**config.mk**
```make
export PLATFORM = sky130hd
export DESIGN_NAME = hcp_port_stat
export DESIGN_NICKNAME = d
export VERILOG_FILES = /design/src/rtl/hcp_port_stat_pkg.sv /design/src/rtl/hcp_port_stat_counter.sv /design/src/rtl/hcp_port_stat.sv
export SDC_FILE = /design/constraint.sdc
export NUM_CORES = 2
export LEC_CHECK = 0
export CAP_MARGIN = 20
export CORE_MARGIN = 2
export CORE_UTILIZATION = 23
export DETAILED_ROUTE_END_ITERATION = 8
export DONT_BUFFER_PORTS = 1
export GPL_TIMING_DRIVEN = 0
export HOLD_SLACK_MARGIN = 0.08
export PLACE_DENSITY_LB_ADDON = 0.15
export SYNTH_ARGS = -nofsm -noshare
export SYNTH_HDL_FRONTEND = slang
export SYNTH_SLANG_ARGS = --single-unit
```
**constraint.sdc**
```tcl
create_clock -name i_clk -period 3.2 [get_ports i_clk]
set_input_delay 0.48 -clock i_clk [delete_from_list [all_inputs] [get_ports i_clk]]
set_output_delay 0.48 -clock i_clk [all_outputs]
set_load 0.02 [all_outputs]
```
**src/rtl/hcp_port_stat_pkg.sv**
```systemverilog
// Shared constants for the per-port packet statistics engine: FSM state
// encodings, the counter-type order within a port, and report layout.
package hcp_stat_defs;

  // Report FSM states
  localparam logic [1:0] ST_IDLE = 2'd0;
  localparam logic [1:0] ST_REQ  = 2'd1;
  localparam logic [1:0] ST_SEND = 2'd2;

  // Order of the three counters belonging to one port (also report order)
  localparam int CT_IN   = 0;
  localparam int CT_DISC = 1;
  localparam int CT_OUT  = 2;
  localparam int CT_NUM  = 3;

  // Header layout: port count first, then the sequence number
  localparam int HDR_NPORTS_OFS = 0;
  localparam int HDR_SEQ_OFS    = 1;
  localparam int HDR_BYTES      = 2;

  // Total report length in bytes for a given port count and counter width
  function automatic int report_bytes(input int num_ports, input int cnt_w);
    return HDR_BYTES + CT_NUM * num_ports * (cnt_w / 8);
  endfunction

endpackage

```
**src/rtl/hcp_port_stat_counter.sv**
```systemverilog
// One live event counter plus its snapshot register. The live count can wrap
// or saturate, and may be cleared when the snapshot is taken without losing
// an event that arrives in the same cycle.
module hcp_stat_counter #(
  parameter int CNT_W       = 32,
  parameter int SAT_MODE    = 0,
  parameter int CLR_ON_READ = 1
) (
  input  logic             i_clk,
  input  logic             i_rst_n,
  input  logic             inc_i,
  input  logic             clr_i,
  input  logic             snap_i,
  output logic [CNT_W-1:0] snap_o
);

  logic [CNT_W-1:0] cnt_q, cnt_d;
  logic [CNT_W-1:0] snap_q, snap_d;
  logic [CNT_W-1:0] inc_val;

  // Next live count: explicit clear beats snapshot-clear beats increment
  always_comb begin
    if ((SAT_MODE != 0) && (cnt_q == '1)) inc_val = cnt_q;
    else                                  inc_val = cnt_q + CNT_W'(1);

    cnt_d = cnt_q;
    if (clr_i) begin
      cnt_d = '0;
    end else if (snap_i && (CLR_ON_READ != 0)) begin
      // The event arriving with the snapshot belongs to the next interval
      cnt_d = inc_i ? CNT_W'(1) : '0;
    end else if (inc_i) begin
      cnt_d = inc_val;
    end

    // Snapshot holds the count as it stood before this cycle's event
    snap_d = snap_i ? cnt_q : snap_q;
  end

  // Live counter and snapshot registers
  always_ff @(posedge i_clk or negedge i_rst_n) begin
    if (!i_rst_n) begin
      cnt_q  <= '0;
      snap_q <= '0;
    end else begin
      cnt_q  <= cnt_d;
      snap_q <= snap_d;
    end
  end

  assign snap_o = snap_q;

endmodule

```
**src/rtl/hcp_port_stat.sv**
```systemverilog
// Per-port packet statistics engine. Counts inpkt/discard/outpkt pulses for
// every port, snapshots all counters on the report trigger and streams the
// snapshot out as a byte report after a req/ack handshake.
module hcp_port_stat
  import hcp_stat_defs::*;
#(
  parameter int NUM_PORTS   = 5,
  parameter int CNT_W       = 32,
  parameter int SAT_MODE    = 0,
  parameter int CLR_ON_READ = 1
) (
  input  logic                 i_clk,
  input  logic                 i_rst_n,
  input  logic [NUM_PORTS-1:0] iv_inpkt_pulse,
  input  logic [NUM_PORTS-1:0] iv_discard_pkt_pulse,
  input  logic [NUM_PORTS-1:0] iv_outpkt_pulse,
  input  logic                 i_stat_clr,
  input  logic                 i_report_pulse,
  output logic                 o_report_req,
  input  logic                 i_report_ack,
  output logic [7:0]           ov_report_data,
  output logic                 o_report_data_wr,
  output logic                 o_report_data_last,
  output logic                 o_report_drop_pulse
);

  localparam int NCNT   = CT_NUM * NUM_PORTS;
  localparam int BPC    = CNT_W / 8;
  localparam int NBYTES = report_bytes(NUM_PORTS, CNT_W);
  localparam int IDX_W  = $clog2(NBYTES);
  localparam int CTR_W  = $clog2(NCNT);
  localparam int BSEL_W = (BPC > 1) ? $clog2(BPC) : 1;

  logic [1:0]        state_q, state_d;
  logic [IDX_W-1:0]  idx_q, idx_d;     // byte position within the report
  logic [CTR_W-1:0]  ctr_q, ctr_d;     // counter currently being sent
  logic [BSEL_W-1:0] bsel_q, bsel_d;   // byte of that counter, counts down (MSB first)
  logic [7:0]        seq_q, seq_d;     // live sequence number
  logic [7:0]        rpt_seq_q, rpt_seq_d; // sequence number frozen with the snapshot
  logic              drop_q, drop_d;
  logic              snap_take;

  logic [CNT_W-1:0]  snap_arr [NCNT];

  assign snap_take = (state_q == ST_IDLE) && i_report_pulse;

  // Counter bank: three counters per port, ordered IN, DISC, OUT
  for (genvar p = 0; p < NUM_PORTS; p++) begin : g_port
    logic [CT_NUM-1:0] inc_v;
    assign inc_v[CT_IN]   = iv_inpkt_pulse[p];
    assign inc_v[CT_DISC] = iv_discard_pkt_pulse[p];
    assign inc_v[CT_OUT]  = iv_outpkt_pulse[p];
    for (genvar t = 0; t < CT_NUM; t++) begin : g_type
      hcp_stat_counter #(
        .CNT_W      (CNT_W),
        .SAT_MODE   (SAT_MODE),
        .CLR_ON_READ(CLR_ON_READ)
      ) u_cnt (
        .i_clk  (i_clk),
        .i_rst_n(i_rst_n),
        .inc_i  (inc_v[t]),
        .clr_i  (i_stat_clr),
        .snap_i (snap_take),
        .snap_o (snap_arr[p*CT_NUM+t])
      );
    end
  end

  // Report FSM, byte walker and sequence number
  always_comb begin
    state_d   = state_q;
    idx_d     = idx_q;
    ctr_d     = ctr_q;
    bsel_d    = bsel_q;
    seq_d     = seq_q;
    rpt_seq_d = snap_take ? seq_q : rpt_seq_q;
    drop_d    = i_report_pulse && (state_q != ST_IDLE);

    case (state_q)
      ST_IDLE: begin
        if (i_report_pulse) state_d = ST_REQ;
      end
      ST_REQ: begin
        if (i_report_ack) begin
          state_d = ST_SEND;
          idx_d   = '0;
          ctr_d   = '0;
          bsel_d  = BSEL_W'(BPC - 1);
        end
      end
      ST_SEND: begin
        if (idx_q == IDX_W'(NBYTES - 1)) begin
          state_d = ST_IDLE;
          seq_d   = seq_q + 8'd1;
        end else begin
          idx_d = idx_q + IDX_W'(1);
          // Header bytes do not advance the counter walker
          if (idx_q >= IDX_W'(HDR_BYTES)) begin
            if (bsel_q == '0) begin
              bsel_d = BSEL_W'(BPC - 1);
              ctr_d  = ctr_q + CTR_W'(1);
            end else begin
              bsel_d = bsel_q - BSEL_W'(1);
            end
          end
        end
      end
      default: state_d = ST_IDLE;
    endcase

    // A clear wins over the end-of-report increment
    if (i_stat_clr) seq_d = '0;
  end

  // FSM and report-path state registers
  always_ff @(posedge i_clk or negedge i_rst_n) begin
    if (!i_rst_n) begin
      state_q   <= ST_IDLE;
      idx_q     <= '0;
      ctr_q     <= '0;
      bsel_q    <= '0;
      seq_q     <= '0;
      rpt_seq_q <= '0;
      drop_q    <= 1'b0;
    end else begin
      state_q   <= state_d;
      idx_q     <= idx_d;
      ctr_q     <= ctr_d;
      bsel_q    <= bsel_d;
      seq_q     <= seq_d;
      rpt_seq_q <= rpt_seq_d;
      drop_q    <= drop_d;
    end
  end

  // Output decode straight from state so a reset drops everything at once
  always_comb begin
    o_report_req       = (state_q == ST_REQ);
    o_report_data_wr   = (state_q == ST_SEND);
    o_report_data_last = (state_q == ST_SEND) && (idx_q == IDX_W'(NBYTES - 1));
    ov_report_data     = '0;
    if (state_q == ST_SEND) begin
      if (idx_q == IDX_W'(HDR_NPORTS_OFS))   ov_report_data = 8'(NUM_PORTS);
      else if (idx_q == IDX_W'(HDR_SEQ_OFS)) ov_report_data = rpt_seq_q;
      else ov_report_data = snap_arr[ctr_q][{bsel_q, 3'b000} +: 8];
    end
  end

  assign o_report_drop_pulse = drop_q;

endmodule

```
==> impl_metrics.env <==
export IMPL_fin_worst_skew_ns=0.03875
export IMPL_wire_per_inst_um=25.18
export IMPL_drv_cap=0
export IMPL_relSlewSlack_pct=20.27
export IMPL_syn_instance_count=5129
export IMPL_synth_top_area_share_pct=52.06
export IMPL_power_leakage_uw=0.02515
export IMPL_ys_types=75
export IMPL_fin_ws_ns=-0.8108
export IMPL_synthesis_nets=5171
export IMPL_powerDensity_nw_per_um2=617.5
export IMPL_drv_slew=0
export IMPL_end_kind="primary output"
export IMPL_nNetsFinal=5371
export IMPL_die_area_sq_um=210800
export IMPL_worstSetupStartpointType="register"
export IMPL_yosysSeqAreaShare_pct=52.06
export IMPL_clock_latency_ns=0.79
export IMPL_cp_arrival_ns=3.53
export IMPL_rsz0062_at_grt="true"
export IMPL_worstMarginPinSlew_ns=1.196
export IMPL_clock_sinks=991
export IMPL_overflow=0
export IMPL_avgSynthCellArea_sq_um=9.287
export IMPL_syn2layout_area_growth_pct=20.03
export IMPL_cts_hold_buf=6
export IMPL_drive_above_1_share_pct=10.88
export IMPL_status="finished, violations left"
export IMPL_dp_hpwl_um=151700
export IMPL_grt_antenna_before_repair=22
export IMPL_async_flop_share_pct=100.0
export IMPL_path_clk_slew_ns=0.06
export IMPL_min_period_over_period_pct=125.3
export IMPL_fin_cells=8139
export IMPL_fin_crit_ns=4.011
export IMPL_drt_iter0_markers=3437
export IMPL_dr_pass1_iters=5
export IMPL_route_vias_total=39210
export IMPL_vdd_drop_max_v=0.0004374
export IMPL_ys_warn_count=0
export IMPL_mostFrequentLayoutCells="nand2_1 (1599), dfrtp_1 (988), nor2_1 (404), clkbuf_1 (201), xor2_1 (165)"
export IMPL_route_detailed_drc=0
export IMPL_grt_pass1_vias=38390
export IMPL_pin_count=32
export IMPL_antenna_left=0
export IMPL_fillers=21900
export IMPL_critPathRequiredTime_ns=2.72
export IMPL_start_util_pct=23.07
export IMPL_synthTopCellsByArea="dfrtp_1 (52%), nand2_1 (13%), mux4_2 (3.8%), nor2_1 (3.2%), xor2_1 (3.0%)"
export IMPL_fp_row_count=167
export IMPL_dp_slack_ns=-1.828
export IMPL_max_freq_mhz=249.3
export IMPL_grt_usage_pct=19.22
export IMPL_final_seq_area_sq_um=24800
export IMPL_die_h_um=459.1
export IMPL_crit_type="reg -> out"
export IMPL_io_buffers=0
export IMPL_path_max_fanout=8
export IMPL_cts_tree="done"
export IMPL_cts_buffers=119
export IMPL_htree_num_levels=3
export IMPL_grt_pass1_wl_um=291800
export IMPL_p_total_uw=35310
export IMPL_placed_cells=7860
export IMPL_finalHoldViolCount=406
export IMPL_synth_enable_flop_cells=0
export IMPL_fp_dieW_um=459.1
export IMPL_design_core_area_sq_um=206400
export IMPL_gp_congestion=0.9182
export IMPL_synth_cell_area_sq_um=47630
export IMPL_via_per_inst=4.818
export IMPL_synth_seq_cells=991
export IMPL_root_buffer="clkbuf_16"
export IMPL_grt_start_max_net_pins=188
export IMPL_setup_viol=8
export IMPL_final_common_cell="nand2_1"
export IMPL_ys_flop_type="dfrtp_1"
export IMPL_multiInputGateArea_sq_um=21840
export IMPL_holdWs_ns=-0.5880
export IMPL_routed_wl_um=204900
export IMPL_cts_buffer_depth=3
export IMPL_yosysTopAreaCell="dfrtp_1"
export IMPL_violations="negative hold slack, negative setup slack"
export IMPL_hold_class="in -> async"
## worst max-delay path, stage by stage, from the launching register on
cell and delay [ns]:
dfrtp_2 0.46, buf_12 0.17, buf_16 0.15, buf_16 0.16, buf_12 0.15, mux2i_2 0.24, nand3_1 0.14, nand4_1 0.14
and4_1 0.24, o211ai_1 0.87
## metal layers
metal,up-vias,track usage (%),share of wire [%]
li1,17920,-,-
met1,19940,26.62,45
met2,1110,30.36,45
met3,237,2.977,5.9
met4,6,6.721,3.7
met5,-,0,0.018
## cells by family after synthesis
| kind of cell | share of synthesized area (%) |
|---|---|
| fa+ha+maj | 0.5779 |
| compound gates | 6.265 |
| simple gates | 25.99 |
| flops | 52.06 |
| buf+inv | 2.955 |
| mux | 6.428 |
| xor+xnor | 5.719 |
## repair_timing
| item | in CTS | in global routing |
|---|---|---|
| pin swaps | 18 | 8 |
| resized for setup | 218 | 58 |
| endpoints found under the setup margin | 901 | 144 |
| setup buffers | 46 | 2 |
| endpoints found under the hold margin | 495 | 476 |
## cell type report
type	instances	share of cell area [%]
Timing Repair Buffer	82	1.950
Buffer	285	2.994
Tap cell	2704	5.917
Antenna cell	4	0.01751
Clock buffer	181	6.300
Inverter	68	0.4552
Multi-Input combinational cell	3782	38.20
Sequential cell	991	43.38
Clock inverter	42	0.7835
## synthesized netlist by cell type (all sizes together), types with 11 or more instances
master   count
and2        29
nand3      158
o21ai      143
a21oi      125
or4         26
a221oi      17
xnor2      146
inv         66
mux4        81
a31oi       20
clkbuf     245
nor2       408
or2         13
mux2i       91
nand4      136
and4        56
nand2     1599
o2bb2ai     13
dfrtp      991
xor2       165
ha          22
and3        61
a221o       19
o31ai       20
or3         98
nor2b       12
mux2        29
buf         43
nor4        84
nor3        80
o211ai      11
## final timing paths
path	startpoint	endpoint	slack, ns	depth (start not counted)
setup / recovery	ctr_q[1]$_DFFE_PN0P_	ov_report_data[1]	-0.81	9
max in group asynchronous	i_rst_n	g_port[2].g_type[0].u_cnt.cnt_q[17]$_DFFE_PN0P_	1.21	3
hold reg to reg	g_port[3].g_type[1].u_cnt.snap_o[25]$_DFFE_PN0P_	g_port[3].g_type[1].u_cnt.snap_o[25]$_DFFE_PN0P_	0.47	2
hold / removal	i_rst_n	g_port[3].g_type[2].u_cnt.cnt_q[7]$_DFFE_PN0P_	-0.59	0
min in group i_clk	iv_discard_pkt_pulse[2]	g_port[2].g_type[1].u_cnt.cnt_q[1]$_DFFE_PN0P_	0.17	3
setup reg to reg	state_q[1]$_DFFE_PN0P_	g_port[3].g_type[2].u_cnt.cnt_q[24]$_DFFE_PN0P_	0.10	8
## per-stage QoR
stage	hold WS, ns	setup TNS (ns)	util, %	cell area (sq um)
after floorplan	0.1844	0	-	47630
after global placement	0.4006	-2938.55	24.71	51020
after detailed placement	0.2141	-876.34	25.01	51620
after CTS	-0.6408	-5.989	27.61	57000
after global routing	-0.6215	-5.733	27.69	57170
final	-0.5880	-5.691	27.69	57170
## power breakdown
group | switching, uW | total [uW] | internal (uW)
logic | 5840 | 8020 | 2180
registers | 308 | 13100 | 12800
clock network | 5920 | 14200 | 8300
## registers in the layout, summed over array words and instances, names as in the netlist
register,cells
g_port.g_type.u_cnt.cnt_q,480
g_port.g_type.u_cnt.snap_o,480
rpt_seq_q,8
seq_q,8
idx_q,6
ctr_q,4
bsel_q,2
state_q,2
o_report_drop_pulse,1
No activity file was read; power rests on OpenSTA's default activity.
